<file path="src/rtl/signed_mult_core.sv">
// Sequential 8x8 two's-complement multiplier: add/shift over {X,A,B}, the final step subtracts
// the multiplicand for the sign bit of B.
module signed_mult_core (
    input  logic       Clk,
    input  logic       Reset,
    input  logic       ClearA_LoadB,
    input  logic       Run,
    input  logic [7:0] S,
    output logic [7:0] Aval,
    output logic [7:0] Bval,
    output logic       X,
    output logic       Busy,
    output logic       Done
);

    localparam int unsigned W = 8;

    // ADDk states sit on even codes and SHFk on odd codes, so the sequence advances by +1
    typedef enum logic [4:0] {
        IDLE  = 5'd0,
        START = 5'd1,
        ADD0  = 5'd2,  SHF0,
        ADD1,  SHF1,
        ADD2,  SHF2,
        ADD3,  SHF3,
        ADD4,  SHF4,
        ADD5,  SHF5,
        ADD6,  SHF6,
        ADD7,  SHF7,
        HOLD
    } state_t;

    state_t       state_q;
    logic [W-1:0] a_q;
    logic [W-1:0] b_q;
    logic [W-1:0] m_q;
    logic         x_q;
    logic         busy_q;
    logic         done_q;

    logic [W:0]   add_sum;
    logic [W:0]   sub_diff;

    // 9-bit sign-extended partial-product update
    always_comb begin
        add_sum  = {a_q[W-1], a_q} + {m_q[W-1], m_q};
        sub_diff = {a_q[W-1], a_q} - {m_q[W-1], m_q};
    end

    always_ff @(posedge Clk) begin
        if (!Reset) begin
            state_q <= IDLE;
            a_q     <= '0;
            b_q     <= '0;
            m_q     <= '0;
            x_q     <= 1'b0;
            busy_q  <= 1'b0;
            done_q  <= 1'b0;
        end else begin
            unique case (state_q)
                IDLE: begin
                    if (!ClearA_LoadB) begin
                        a_q <= '0;
                        x_q <= 1'b0;
                        b_q <= S;
                    end else if (!Run) begin
                        state_q <= START;
                        busy_q  <= 1'b1;
                    end
                end
                START: begin
                    a_q     <= '0;
                    x_q     <= 1'b0;
                    m_q     <= S;
                    state_q <= ADD0;
                end
                HOLD: begin
                    if (Run) begin
                        state_q <= IDLE;
                        done_q  <= 1'b0;
                    end
                end
                default: begin
                    if (state_q > HOLD) begin
                        state_q <= IDLE;
                        busy_q  <= 1'b0;
                        done_q  <= 1'b0;
                    end else begin
                        if (!state_q[0]) begin
                            if (b_q[0]) begin
                                {x_q, a_q} <= (state_q == ADD7) ? sub_diff : add_sum;
                            end
                        end else begin
                            a_q <= {x_q, a_q[W-1:1]};
                            b_q <= {a_q[0], b_q[W-1:1]};
                        end
                        if (state_q == SHF7) begin
                            state_q <= HOLD;
                            busy_q  <= 1'b0;
                            done_q  <= 1'b1;
                        end else begin
                            state_q <= state_t'(state_q + 5'd1);
                        end
                    end
                end
            endcase
        end
    end

    assign Aval = a_q;
    assign Bval = b_q;
    assign X    = x_q;
    assign Busy = busy_q;
    assign Done = done_q;

endmodule

</file>
<file path="config.mk">
export PLATFORM = sky130hd
export DESIGN_NAME = signed_mult_core
export DESIGN_NICKNAME = d
export VERILOG_FILES = /design/src/rtl/signed_mult_core.sv
export SDC_FILE = /design/constraint.sdc
export NUM_CORES = 1
export LEC_CHECK = 0
export BUFFER_PORTS_ARGS = -buffer_cell sky130_fd_sc_hd__buf_2
export CAP_MARGIN = 20
export CORE_UTILIZATION = 37
export CTS_CLUSTER_DIAMETER = 80
export CTS_CLUSTER_SIZE = 28
export DETAILED_ROUTE_END_ITERATION = 8
export PLACE_DENSITY = 0.66
export SLEW_MARGIN = 10
export SYNTH_ARGS = -nofsm -noshare
export SYNTH_HDL_FRONTEND = slang
export SYNTH_SLANG_ARGS = --single-unit
</file>
<file path="constraint.sdc">
create_clock -name Clk -period 4.1 [get_ports Clk]
set_input_delay 0.82 -clock Clk [delete_from_list [all_inputs] [get_ports Clk]]
set_output_delay 0.82 -clock Clk [all_outputs]
set_load 0.02 [all_outputs]
</file>
# Word-level counts from Yosys, hierarchy flattened
# Cells that the tools add are included.
totals:
  mem_bits_ro: 0
  elab_cells: 69
  output_inout_bits: 19
  mem_bits_rw: 0
  latchBits: 0
  n_memories: 0
  regBits: 32
  in_bits: 12
op_classes:
  reduce_logical: 14
  n_mul: 0
  bitwise: 3
  div_mod_pow: 0
  n_addsub: 3
  shift: 0
  magnitude_cmp: 1
  muxes: 30
  eq_ne: 11
op_table:
  columns: ["cell", "count"]
  rows:
  - ["8-bit 2-to-1 mux", 7]
  - ["5-bit 2-to-1 mux", 5]
  - ["8-bit case mux with 3 select lines", 1]
  - ["8-bit case mux with 2 select lines", 1]
  - ["5-bit equality test (second input constant)", 3]
  - ["5-bit case mux with 3 select lines", 1]
  - ["4-bit AND reduction", 3]
  - ["1-bit 2-to-1 mux", 11]
  - ["8-bit by 8-bit adder with 9-bit output", 1]
  - ["9-bit 2-to-1 mux", 1]
  - ["3-bit nonzero test", 3]
  - ["8-bit by 8-bit subtractor with 9-bit output", 1]
  - ["2-bit != test (second input constant)", 4]
  - ["3-bit by 1-bit != test with 1-bit output (second input constant)", 2]
  - ["3-bit AND reduction", 2]
  - ["5-bit by 1-bit adder with 5-bit output (second input constant)", 1]
  - ["5-bit by 1-bit equality test with 1-bit output (second input constant)", 1]
  - ["5-bit > comparator (second input constant)", 1]
  - ["5-bit logical NOT", 1]
  - ["5-bit AND reduction", 1]
  - ["1-bit case mux with 2 select lines", 2]
  - ["4-bit nonzero test", 1]
  - ["2-bit OR reduction", 2]
  - ["1-bit inverter", 3]
  - ["3 further kinds", 3]

# Longest topological paths before layout
depth:
  ltp_word: 6
  mapped_depth: 14
  depth_no_buf: 12

# Worst setup path after synthesis
# OpenSTA, ideal clock, no wires.
synth_path:
  path_type: "register -> register"
  start: "reg state_q[0]"
  end: "reg a_q[6] (netlist: Aval[6])"
  period_less_slack_ns: 3.127
  slack_ns: 0.973
  t_arrival_ns: 3.005
  setup_ns: 0.122
  required_ns: 3.978
  stages_incl_launch_ff: 14
  n_path_buf: 2
  cell_sequence: "dfxtp_1 > clkbuf_8 > inv_1 > ha_1 > nor4bb_1 > buf_4 > mux2_2 > fa_1 > nand2b_1 > a21oi_1 > o21a_1 > nor2_1 > xnor2_1 > a221o_1"
synth_between:
  elab_chain_len: 6
  word_cells_on_any_way: 15
  classes_between: "order compare (1); eq/ne (5); mux (5); bitwise (1); reduce/logical (3)"
synth_lines:
  columns: ["item", "line", "text"]
  rows:
  - ["from (decl)", "33", "state_t state_q;"]
  - ["from (signal assigned)", "102", "state_q <= state_t'(state_q + 5'd1);"]
  - ["5-bit equality test", "91", "{x_q, a_q} <= (state_q == ADD7) ? sub_diff : add_sum;"]
  - ["9-bit 2-to-1 mux", "91", null]
  - ["8-bit 2-to-1 mux", "90", "if (b_q[0]) begin"]
  - ["8-bit 2-to-1 mux", "89", "if (!state_q[0]) begin"]
  - ["8-bit 2-to-1 mux", "84", "if (state_q > HOLD) begin"]
  - ["8-bit case mux with 3 select lines", "60", "unique case (state_q)"]
  - ["to (signal assigned)", "91", null]
  - ["to (signal assigned)", "94", "a_q <= {x_q, a_q[W-1:1]};"]
  - ["to (decl)", "34", "logic [W-1:0] a_q;"]
# Parallel ways exist; a longest one is shown, timed or not. The select of a mux whose other input is x is not followed.
# A chain may end at the register's enable or synchronous reset.

# Final worst setup path
# Same ends and word-level chain as after synthesis.

==> flow_metrics.py <==
metrics = {
    "timing": {
        "layout_min_cycle_time_ns": 3.278,
        "finalSetupViolCount": 0,
        "max_freq_ghz": 0.3050,
        "finalHoldViolCount": 0,
        "clock_skew_ns": 0.003620,
        "grt_setup_unrepaired": "false",
        "max_slew_margin": 0.5046,
        "tightest_slew_ns": 0.7385,
        "fin_tns_setup_ns": 0,
        "finalMaxSlewViolations": 0,
        "holdWs_ns": 0.4881,
        "min_period_over_period": 0.7996,
    },
    "route": {
        "wl_mm": 5.197,
        "drt-initial-drc-count": 129,
        "drt_pass1_iterations": 4,
        "via_per_inst": 5.436,
        "drtAntennaViolNets": 0,
        "dr_total_vias": 2006,
        "post_drt_wl_per_cell_um": 14.08,
        "drc": 0,
    },
    "pwr": {
        "p_leak_uw": 0.0009591,
        "irDropWorstVdd_v": 0.0003329,
        "powerDensity_nw_per_um2": 837.2,
    },
    "synth": {
        "synthCells": 265,
        "synthXorXnorAreaFrac": 0.05404,
        "synth_compound_area_frac": 0.2435,
        "synth_fa_ha_area_frac": 0.08670,
        "syn-mean-instance-area_um2": 7.951,
        "synth.cell_area_um2": 2107,
        "synth_flop_cell": "dfxtp_1",
        "synth_edf_count": 0,
        "synthTopCellsByArea": "dfxtp_1 30%, nand2_1 8.0%, ha_1 7.7%",
        "synth_nets": 291,
        "yosys_warnings": 0,
        "synth_async_sr_flop_share": 0,
        "muxShareOfSynthArea": 0.005344,
        "yosysTopAreaCell": "dfxtp_1",
        "yosysSeqAreaShare": 0.3040,
        "synth_top_family_by_area": "simple AND/OR/NAND/NOR gates",
        "ys_seq_elements": 32,
        "synth_top_area_frac": 0.3040,
        "synth_cell_types": 49,
        "synthSimpleGateAreaFrac": 0.2524,
    },
    "setup_path": {
        "r2r-start": "state_q[0]$_SDFFE_PN0P_",
        "cp_cell_sequence": "inv_1 > ha_1 > nor4bb_1 > mux2_2 > fa_1 > nand2b_1 > a21oi_1 > o21a_1 > nor2_1 > xnor2_1 > a221o_1",
        "cpPeakStageDelay_ns": 0.46,
        "r2r_slack_ns": 0.82,
        "ff2ff_path_depth": 11,
        "slowest_stage": "nor4bb_1",
        "critical_path_class": "reg -> reg",
        "cp-start-kind": "flip-flop",
        "cp_max_fo": 7,
        "required_ns": 4.28,
        "r2r-end": "Aval[6]$_SDFFE_PN0P_",
        "arrival_ns": 3.46,
        "cp-end-kind": "flip-flop",
    },
    "clocking": {
        "cts_buffers": 5,
        "h-tree-depth": 2,
        "clock-root-buffer": "clkbuf_8",
        "cts_tree": "done",
        "cts_resized": 0,
        "post-cts-setup-buffers": 0,
        "ctsHoldBuffers": 0,
        "clockBufferDepth": 2,
        "clock_sinks": 32,
        "clk-insertion-delay-late_ns": 0.29,
        "clkSlewWorstSetupHoldPaths_ns": 0.07,
    },
    "cells_and_area": {
        "fillCellCount": 561,
        "drive_above_1_share": 0.1785,
        "final_util": 0.4374,
        "area_delta_synth_final_pct": 14.31,
        "n_antenna_cell": 0,
        "final_nets": 322,
        "final_cell_mix": "45 x nand2_1, 33 x nor2_1, 32 x dfxtp_1",
        "final_common_cell": "nand2_1",
    },
    "global_route": {
        "grt_start_max_net_pins": 27,
        "overflow": 0,
        "grt_usage": 0.1848,
        "grt_pass1_vias": 1880,
        "antenna_found_initial": 0,
        "grt_pass1_wl_mm": 8.783,
    },
    "worst_hold_path": {
        "hold_depth": 2,
        "holdPathEnd": "Done$_SDFFE_PN0P_",
        "hold_start": "Done$_SDFFE_PN0P_",
        "hp-class": "reg -> reg",
    },
    "flow_run": {
        "cap_violations": 0,
    },
    "placement": {
        "gp_congestion": 0.8684,
        "numPortBuffers": 30,
        "place_hpwl_mm": 3.886,
    },
    "floorplan": {
        "die_h_um": 77.46,
        "coreArea_um2": 5507,
        "dieArea_um2": 6000,
        "ios": 31,
        "die_w_um": 77.46,
        "start_util": 0.3826,
        "row_count": 27,
    },
    "status": {
        "outcome": "finished, final reports clean",
    },
}
-- cell families after synthesis --
kind of cell,after synthesis
AOI/OAI and AO/OA,73
xor gates and xnor gates,13
adders and majority gates,14
buffers and inverters,20
DFF,32
muxes,1
and+or+nand+nor,112
-- routing by layer --
| layer | vias to the layer above | track usage | routed length, um |
|---|---|---|---|
| met3 | 11 | 0.04000 | 238 |
| met2 | 60 | 0.2982 | 2472 |
| met1 | 931 | 0.2388 | 2397 |
| met5 | - | 0 | 0 |
| met4 | 0 | 0.07170 | 89 |
| li1 | 1004 | - | - |
-- critical path: cells and delay by family, from the launching register on --
family / cells / cell delay (ns)
adders and majority gates: 2 / 0.74
and+or+nand+nor: 3 / 0.68
AOI/OAI and AO/OA: 3 / 0.68
muxes: 1 / 0.41
DFF: 1 / 0.31
buffers and inverters: 1 / 0.21
xor gates and xnor gates: 1 / 0.12
-- registers in the layout, indices dropped and copies added (netlist names) --
register,count
Aval,8
Busy,1
Bval,8
Done,1
X,1
m_q,8
state_q,5
-- cell type report --
| type | count | area [um2] | share of cell area |
|---|---|---|---|
| Multi-Input combinational cell | 213 | 1353 | 0.5616 |
| Sequential cell | 32 | 640.6 | 0.2660 |
| Timing Repair Buffer | 33 | 172.7 | 0.07169 |
| Tap cell | 72 | 90.09 | 0.03740 |
| Clock buffer | 5 | 68.82 | 0.02857 |
| Clock inverter | 3 | 42.54 | 0.01766 |
| Inverter | 11 | 41.29 | 0.01714 |
-- synthesized netlist by cell type (all sizes together), types with 2 or more instances --
library cell,instances
buf,3
a221o,3
o311ai,2
o21a,2
ha,13
a21oi,26
nand3,2
dfxtp,32
nor2,34
and2,5
inv,10
xnor2,10
nand2,47
clkbuf,6
a211oi,4
o22ai,2
nand4,3
nor4b,2
a32o,3
xor2,3
nor3,7
o21ai,14
nand2b,7
a311oi,9
-- report_power, final --
| part | total (uW) | switching, uW | leakage [uW] | internal (uW) |
|---|---|---|---|---|
| sequential | 460 | 76.3 | 0.000261 | 384 |
| combinational | 1250 | 755 | 0.000644 | 491 |
| clock | 310 | 130 | 0.0000541 | 180 |
-- how the worst max path moves through the flow --
| stage | from | to | slack (ns) | cells past startpoint |
|---|---|---|---|---|
| 2_1_floorplan | state_q[0]$_SDFFE_PN0P_ | Aval[6]$_SDFFE_PN0P_ | 0.97 | 13 |
| 6_report | state_q[0]$_SDFFE_PN0P_ | Aval[6]$_SDFFE_PN0P_ | 0.82 | 11 |
| 4_1_cts | state_q[0]$_SDFFE_PN0P_ | Aval[6]$_SDFFE_PN0P_ | 0.83 | 11 |
| 3_3_place_gp | state_q[0]$_SDFFE_PN0P_ | Aval[6]$_SDFFE_PN0P_ | 0.95 | 11 |
| 5_1_grt | state_q[0]$_SDFFE_PN0P_ | Aval[5]$_SDFFE_PN0P_ | 0.61 | 13 |
| 3_5_place_dp | state_q[0]$_SDFFE_PN0P_ | Aval[6]$_SDFFE_PN0P_ | 0.87 | 11 |
-- metrics by stage --
step                setup WS (ns)  std cells  instance area [um2]  total power (uW)
floorplan                  0.9727        265                 2107              1447
global placement           0.9512        360                 2290              1686
detailed placement         0.8660        360                 2290              1698
CTS                        0.8342        368                 2401              2014
global route               0.6074        369                 2409              2199
finish                     0.8215        369                 2409              2017
No activity file was read; power rests on OpenSTA's default activity.
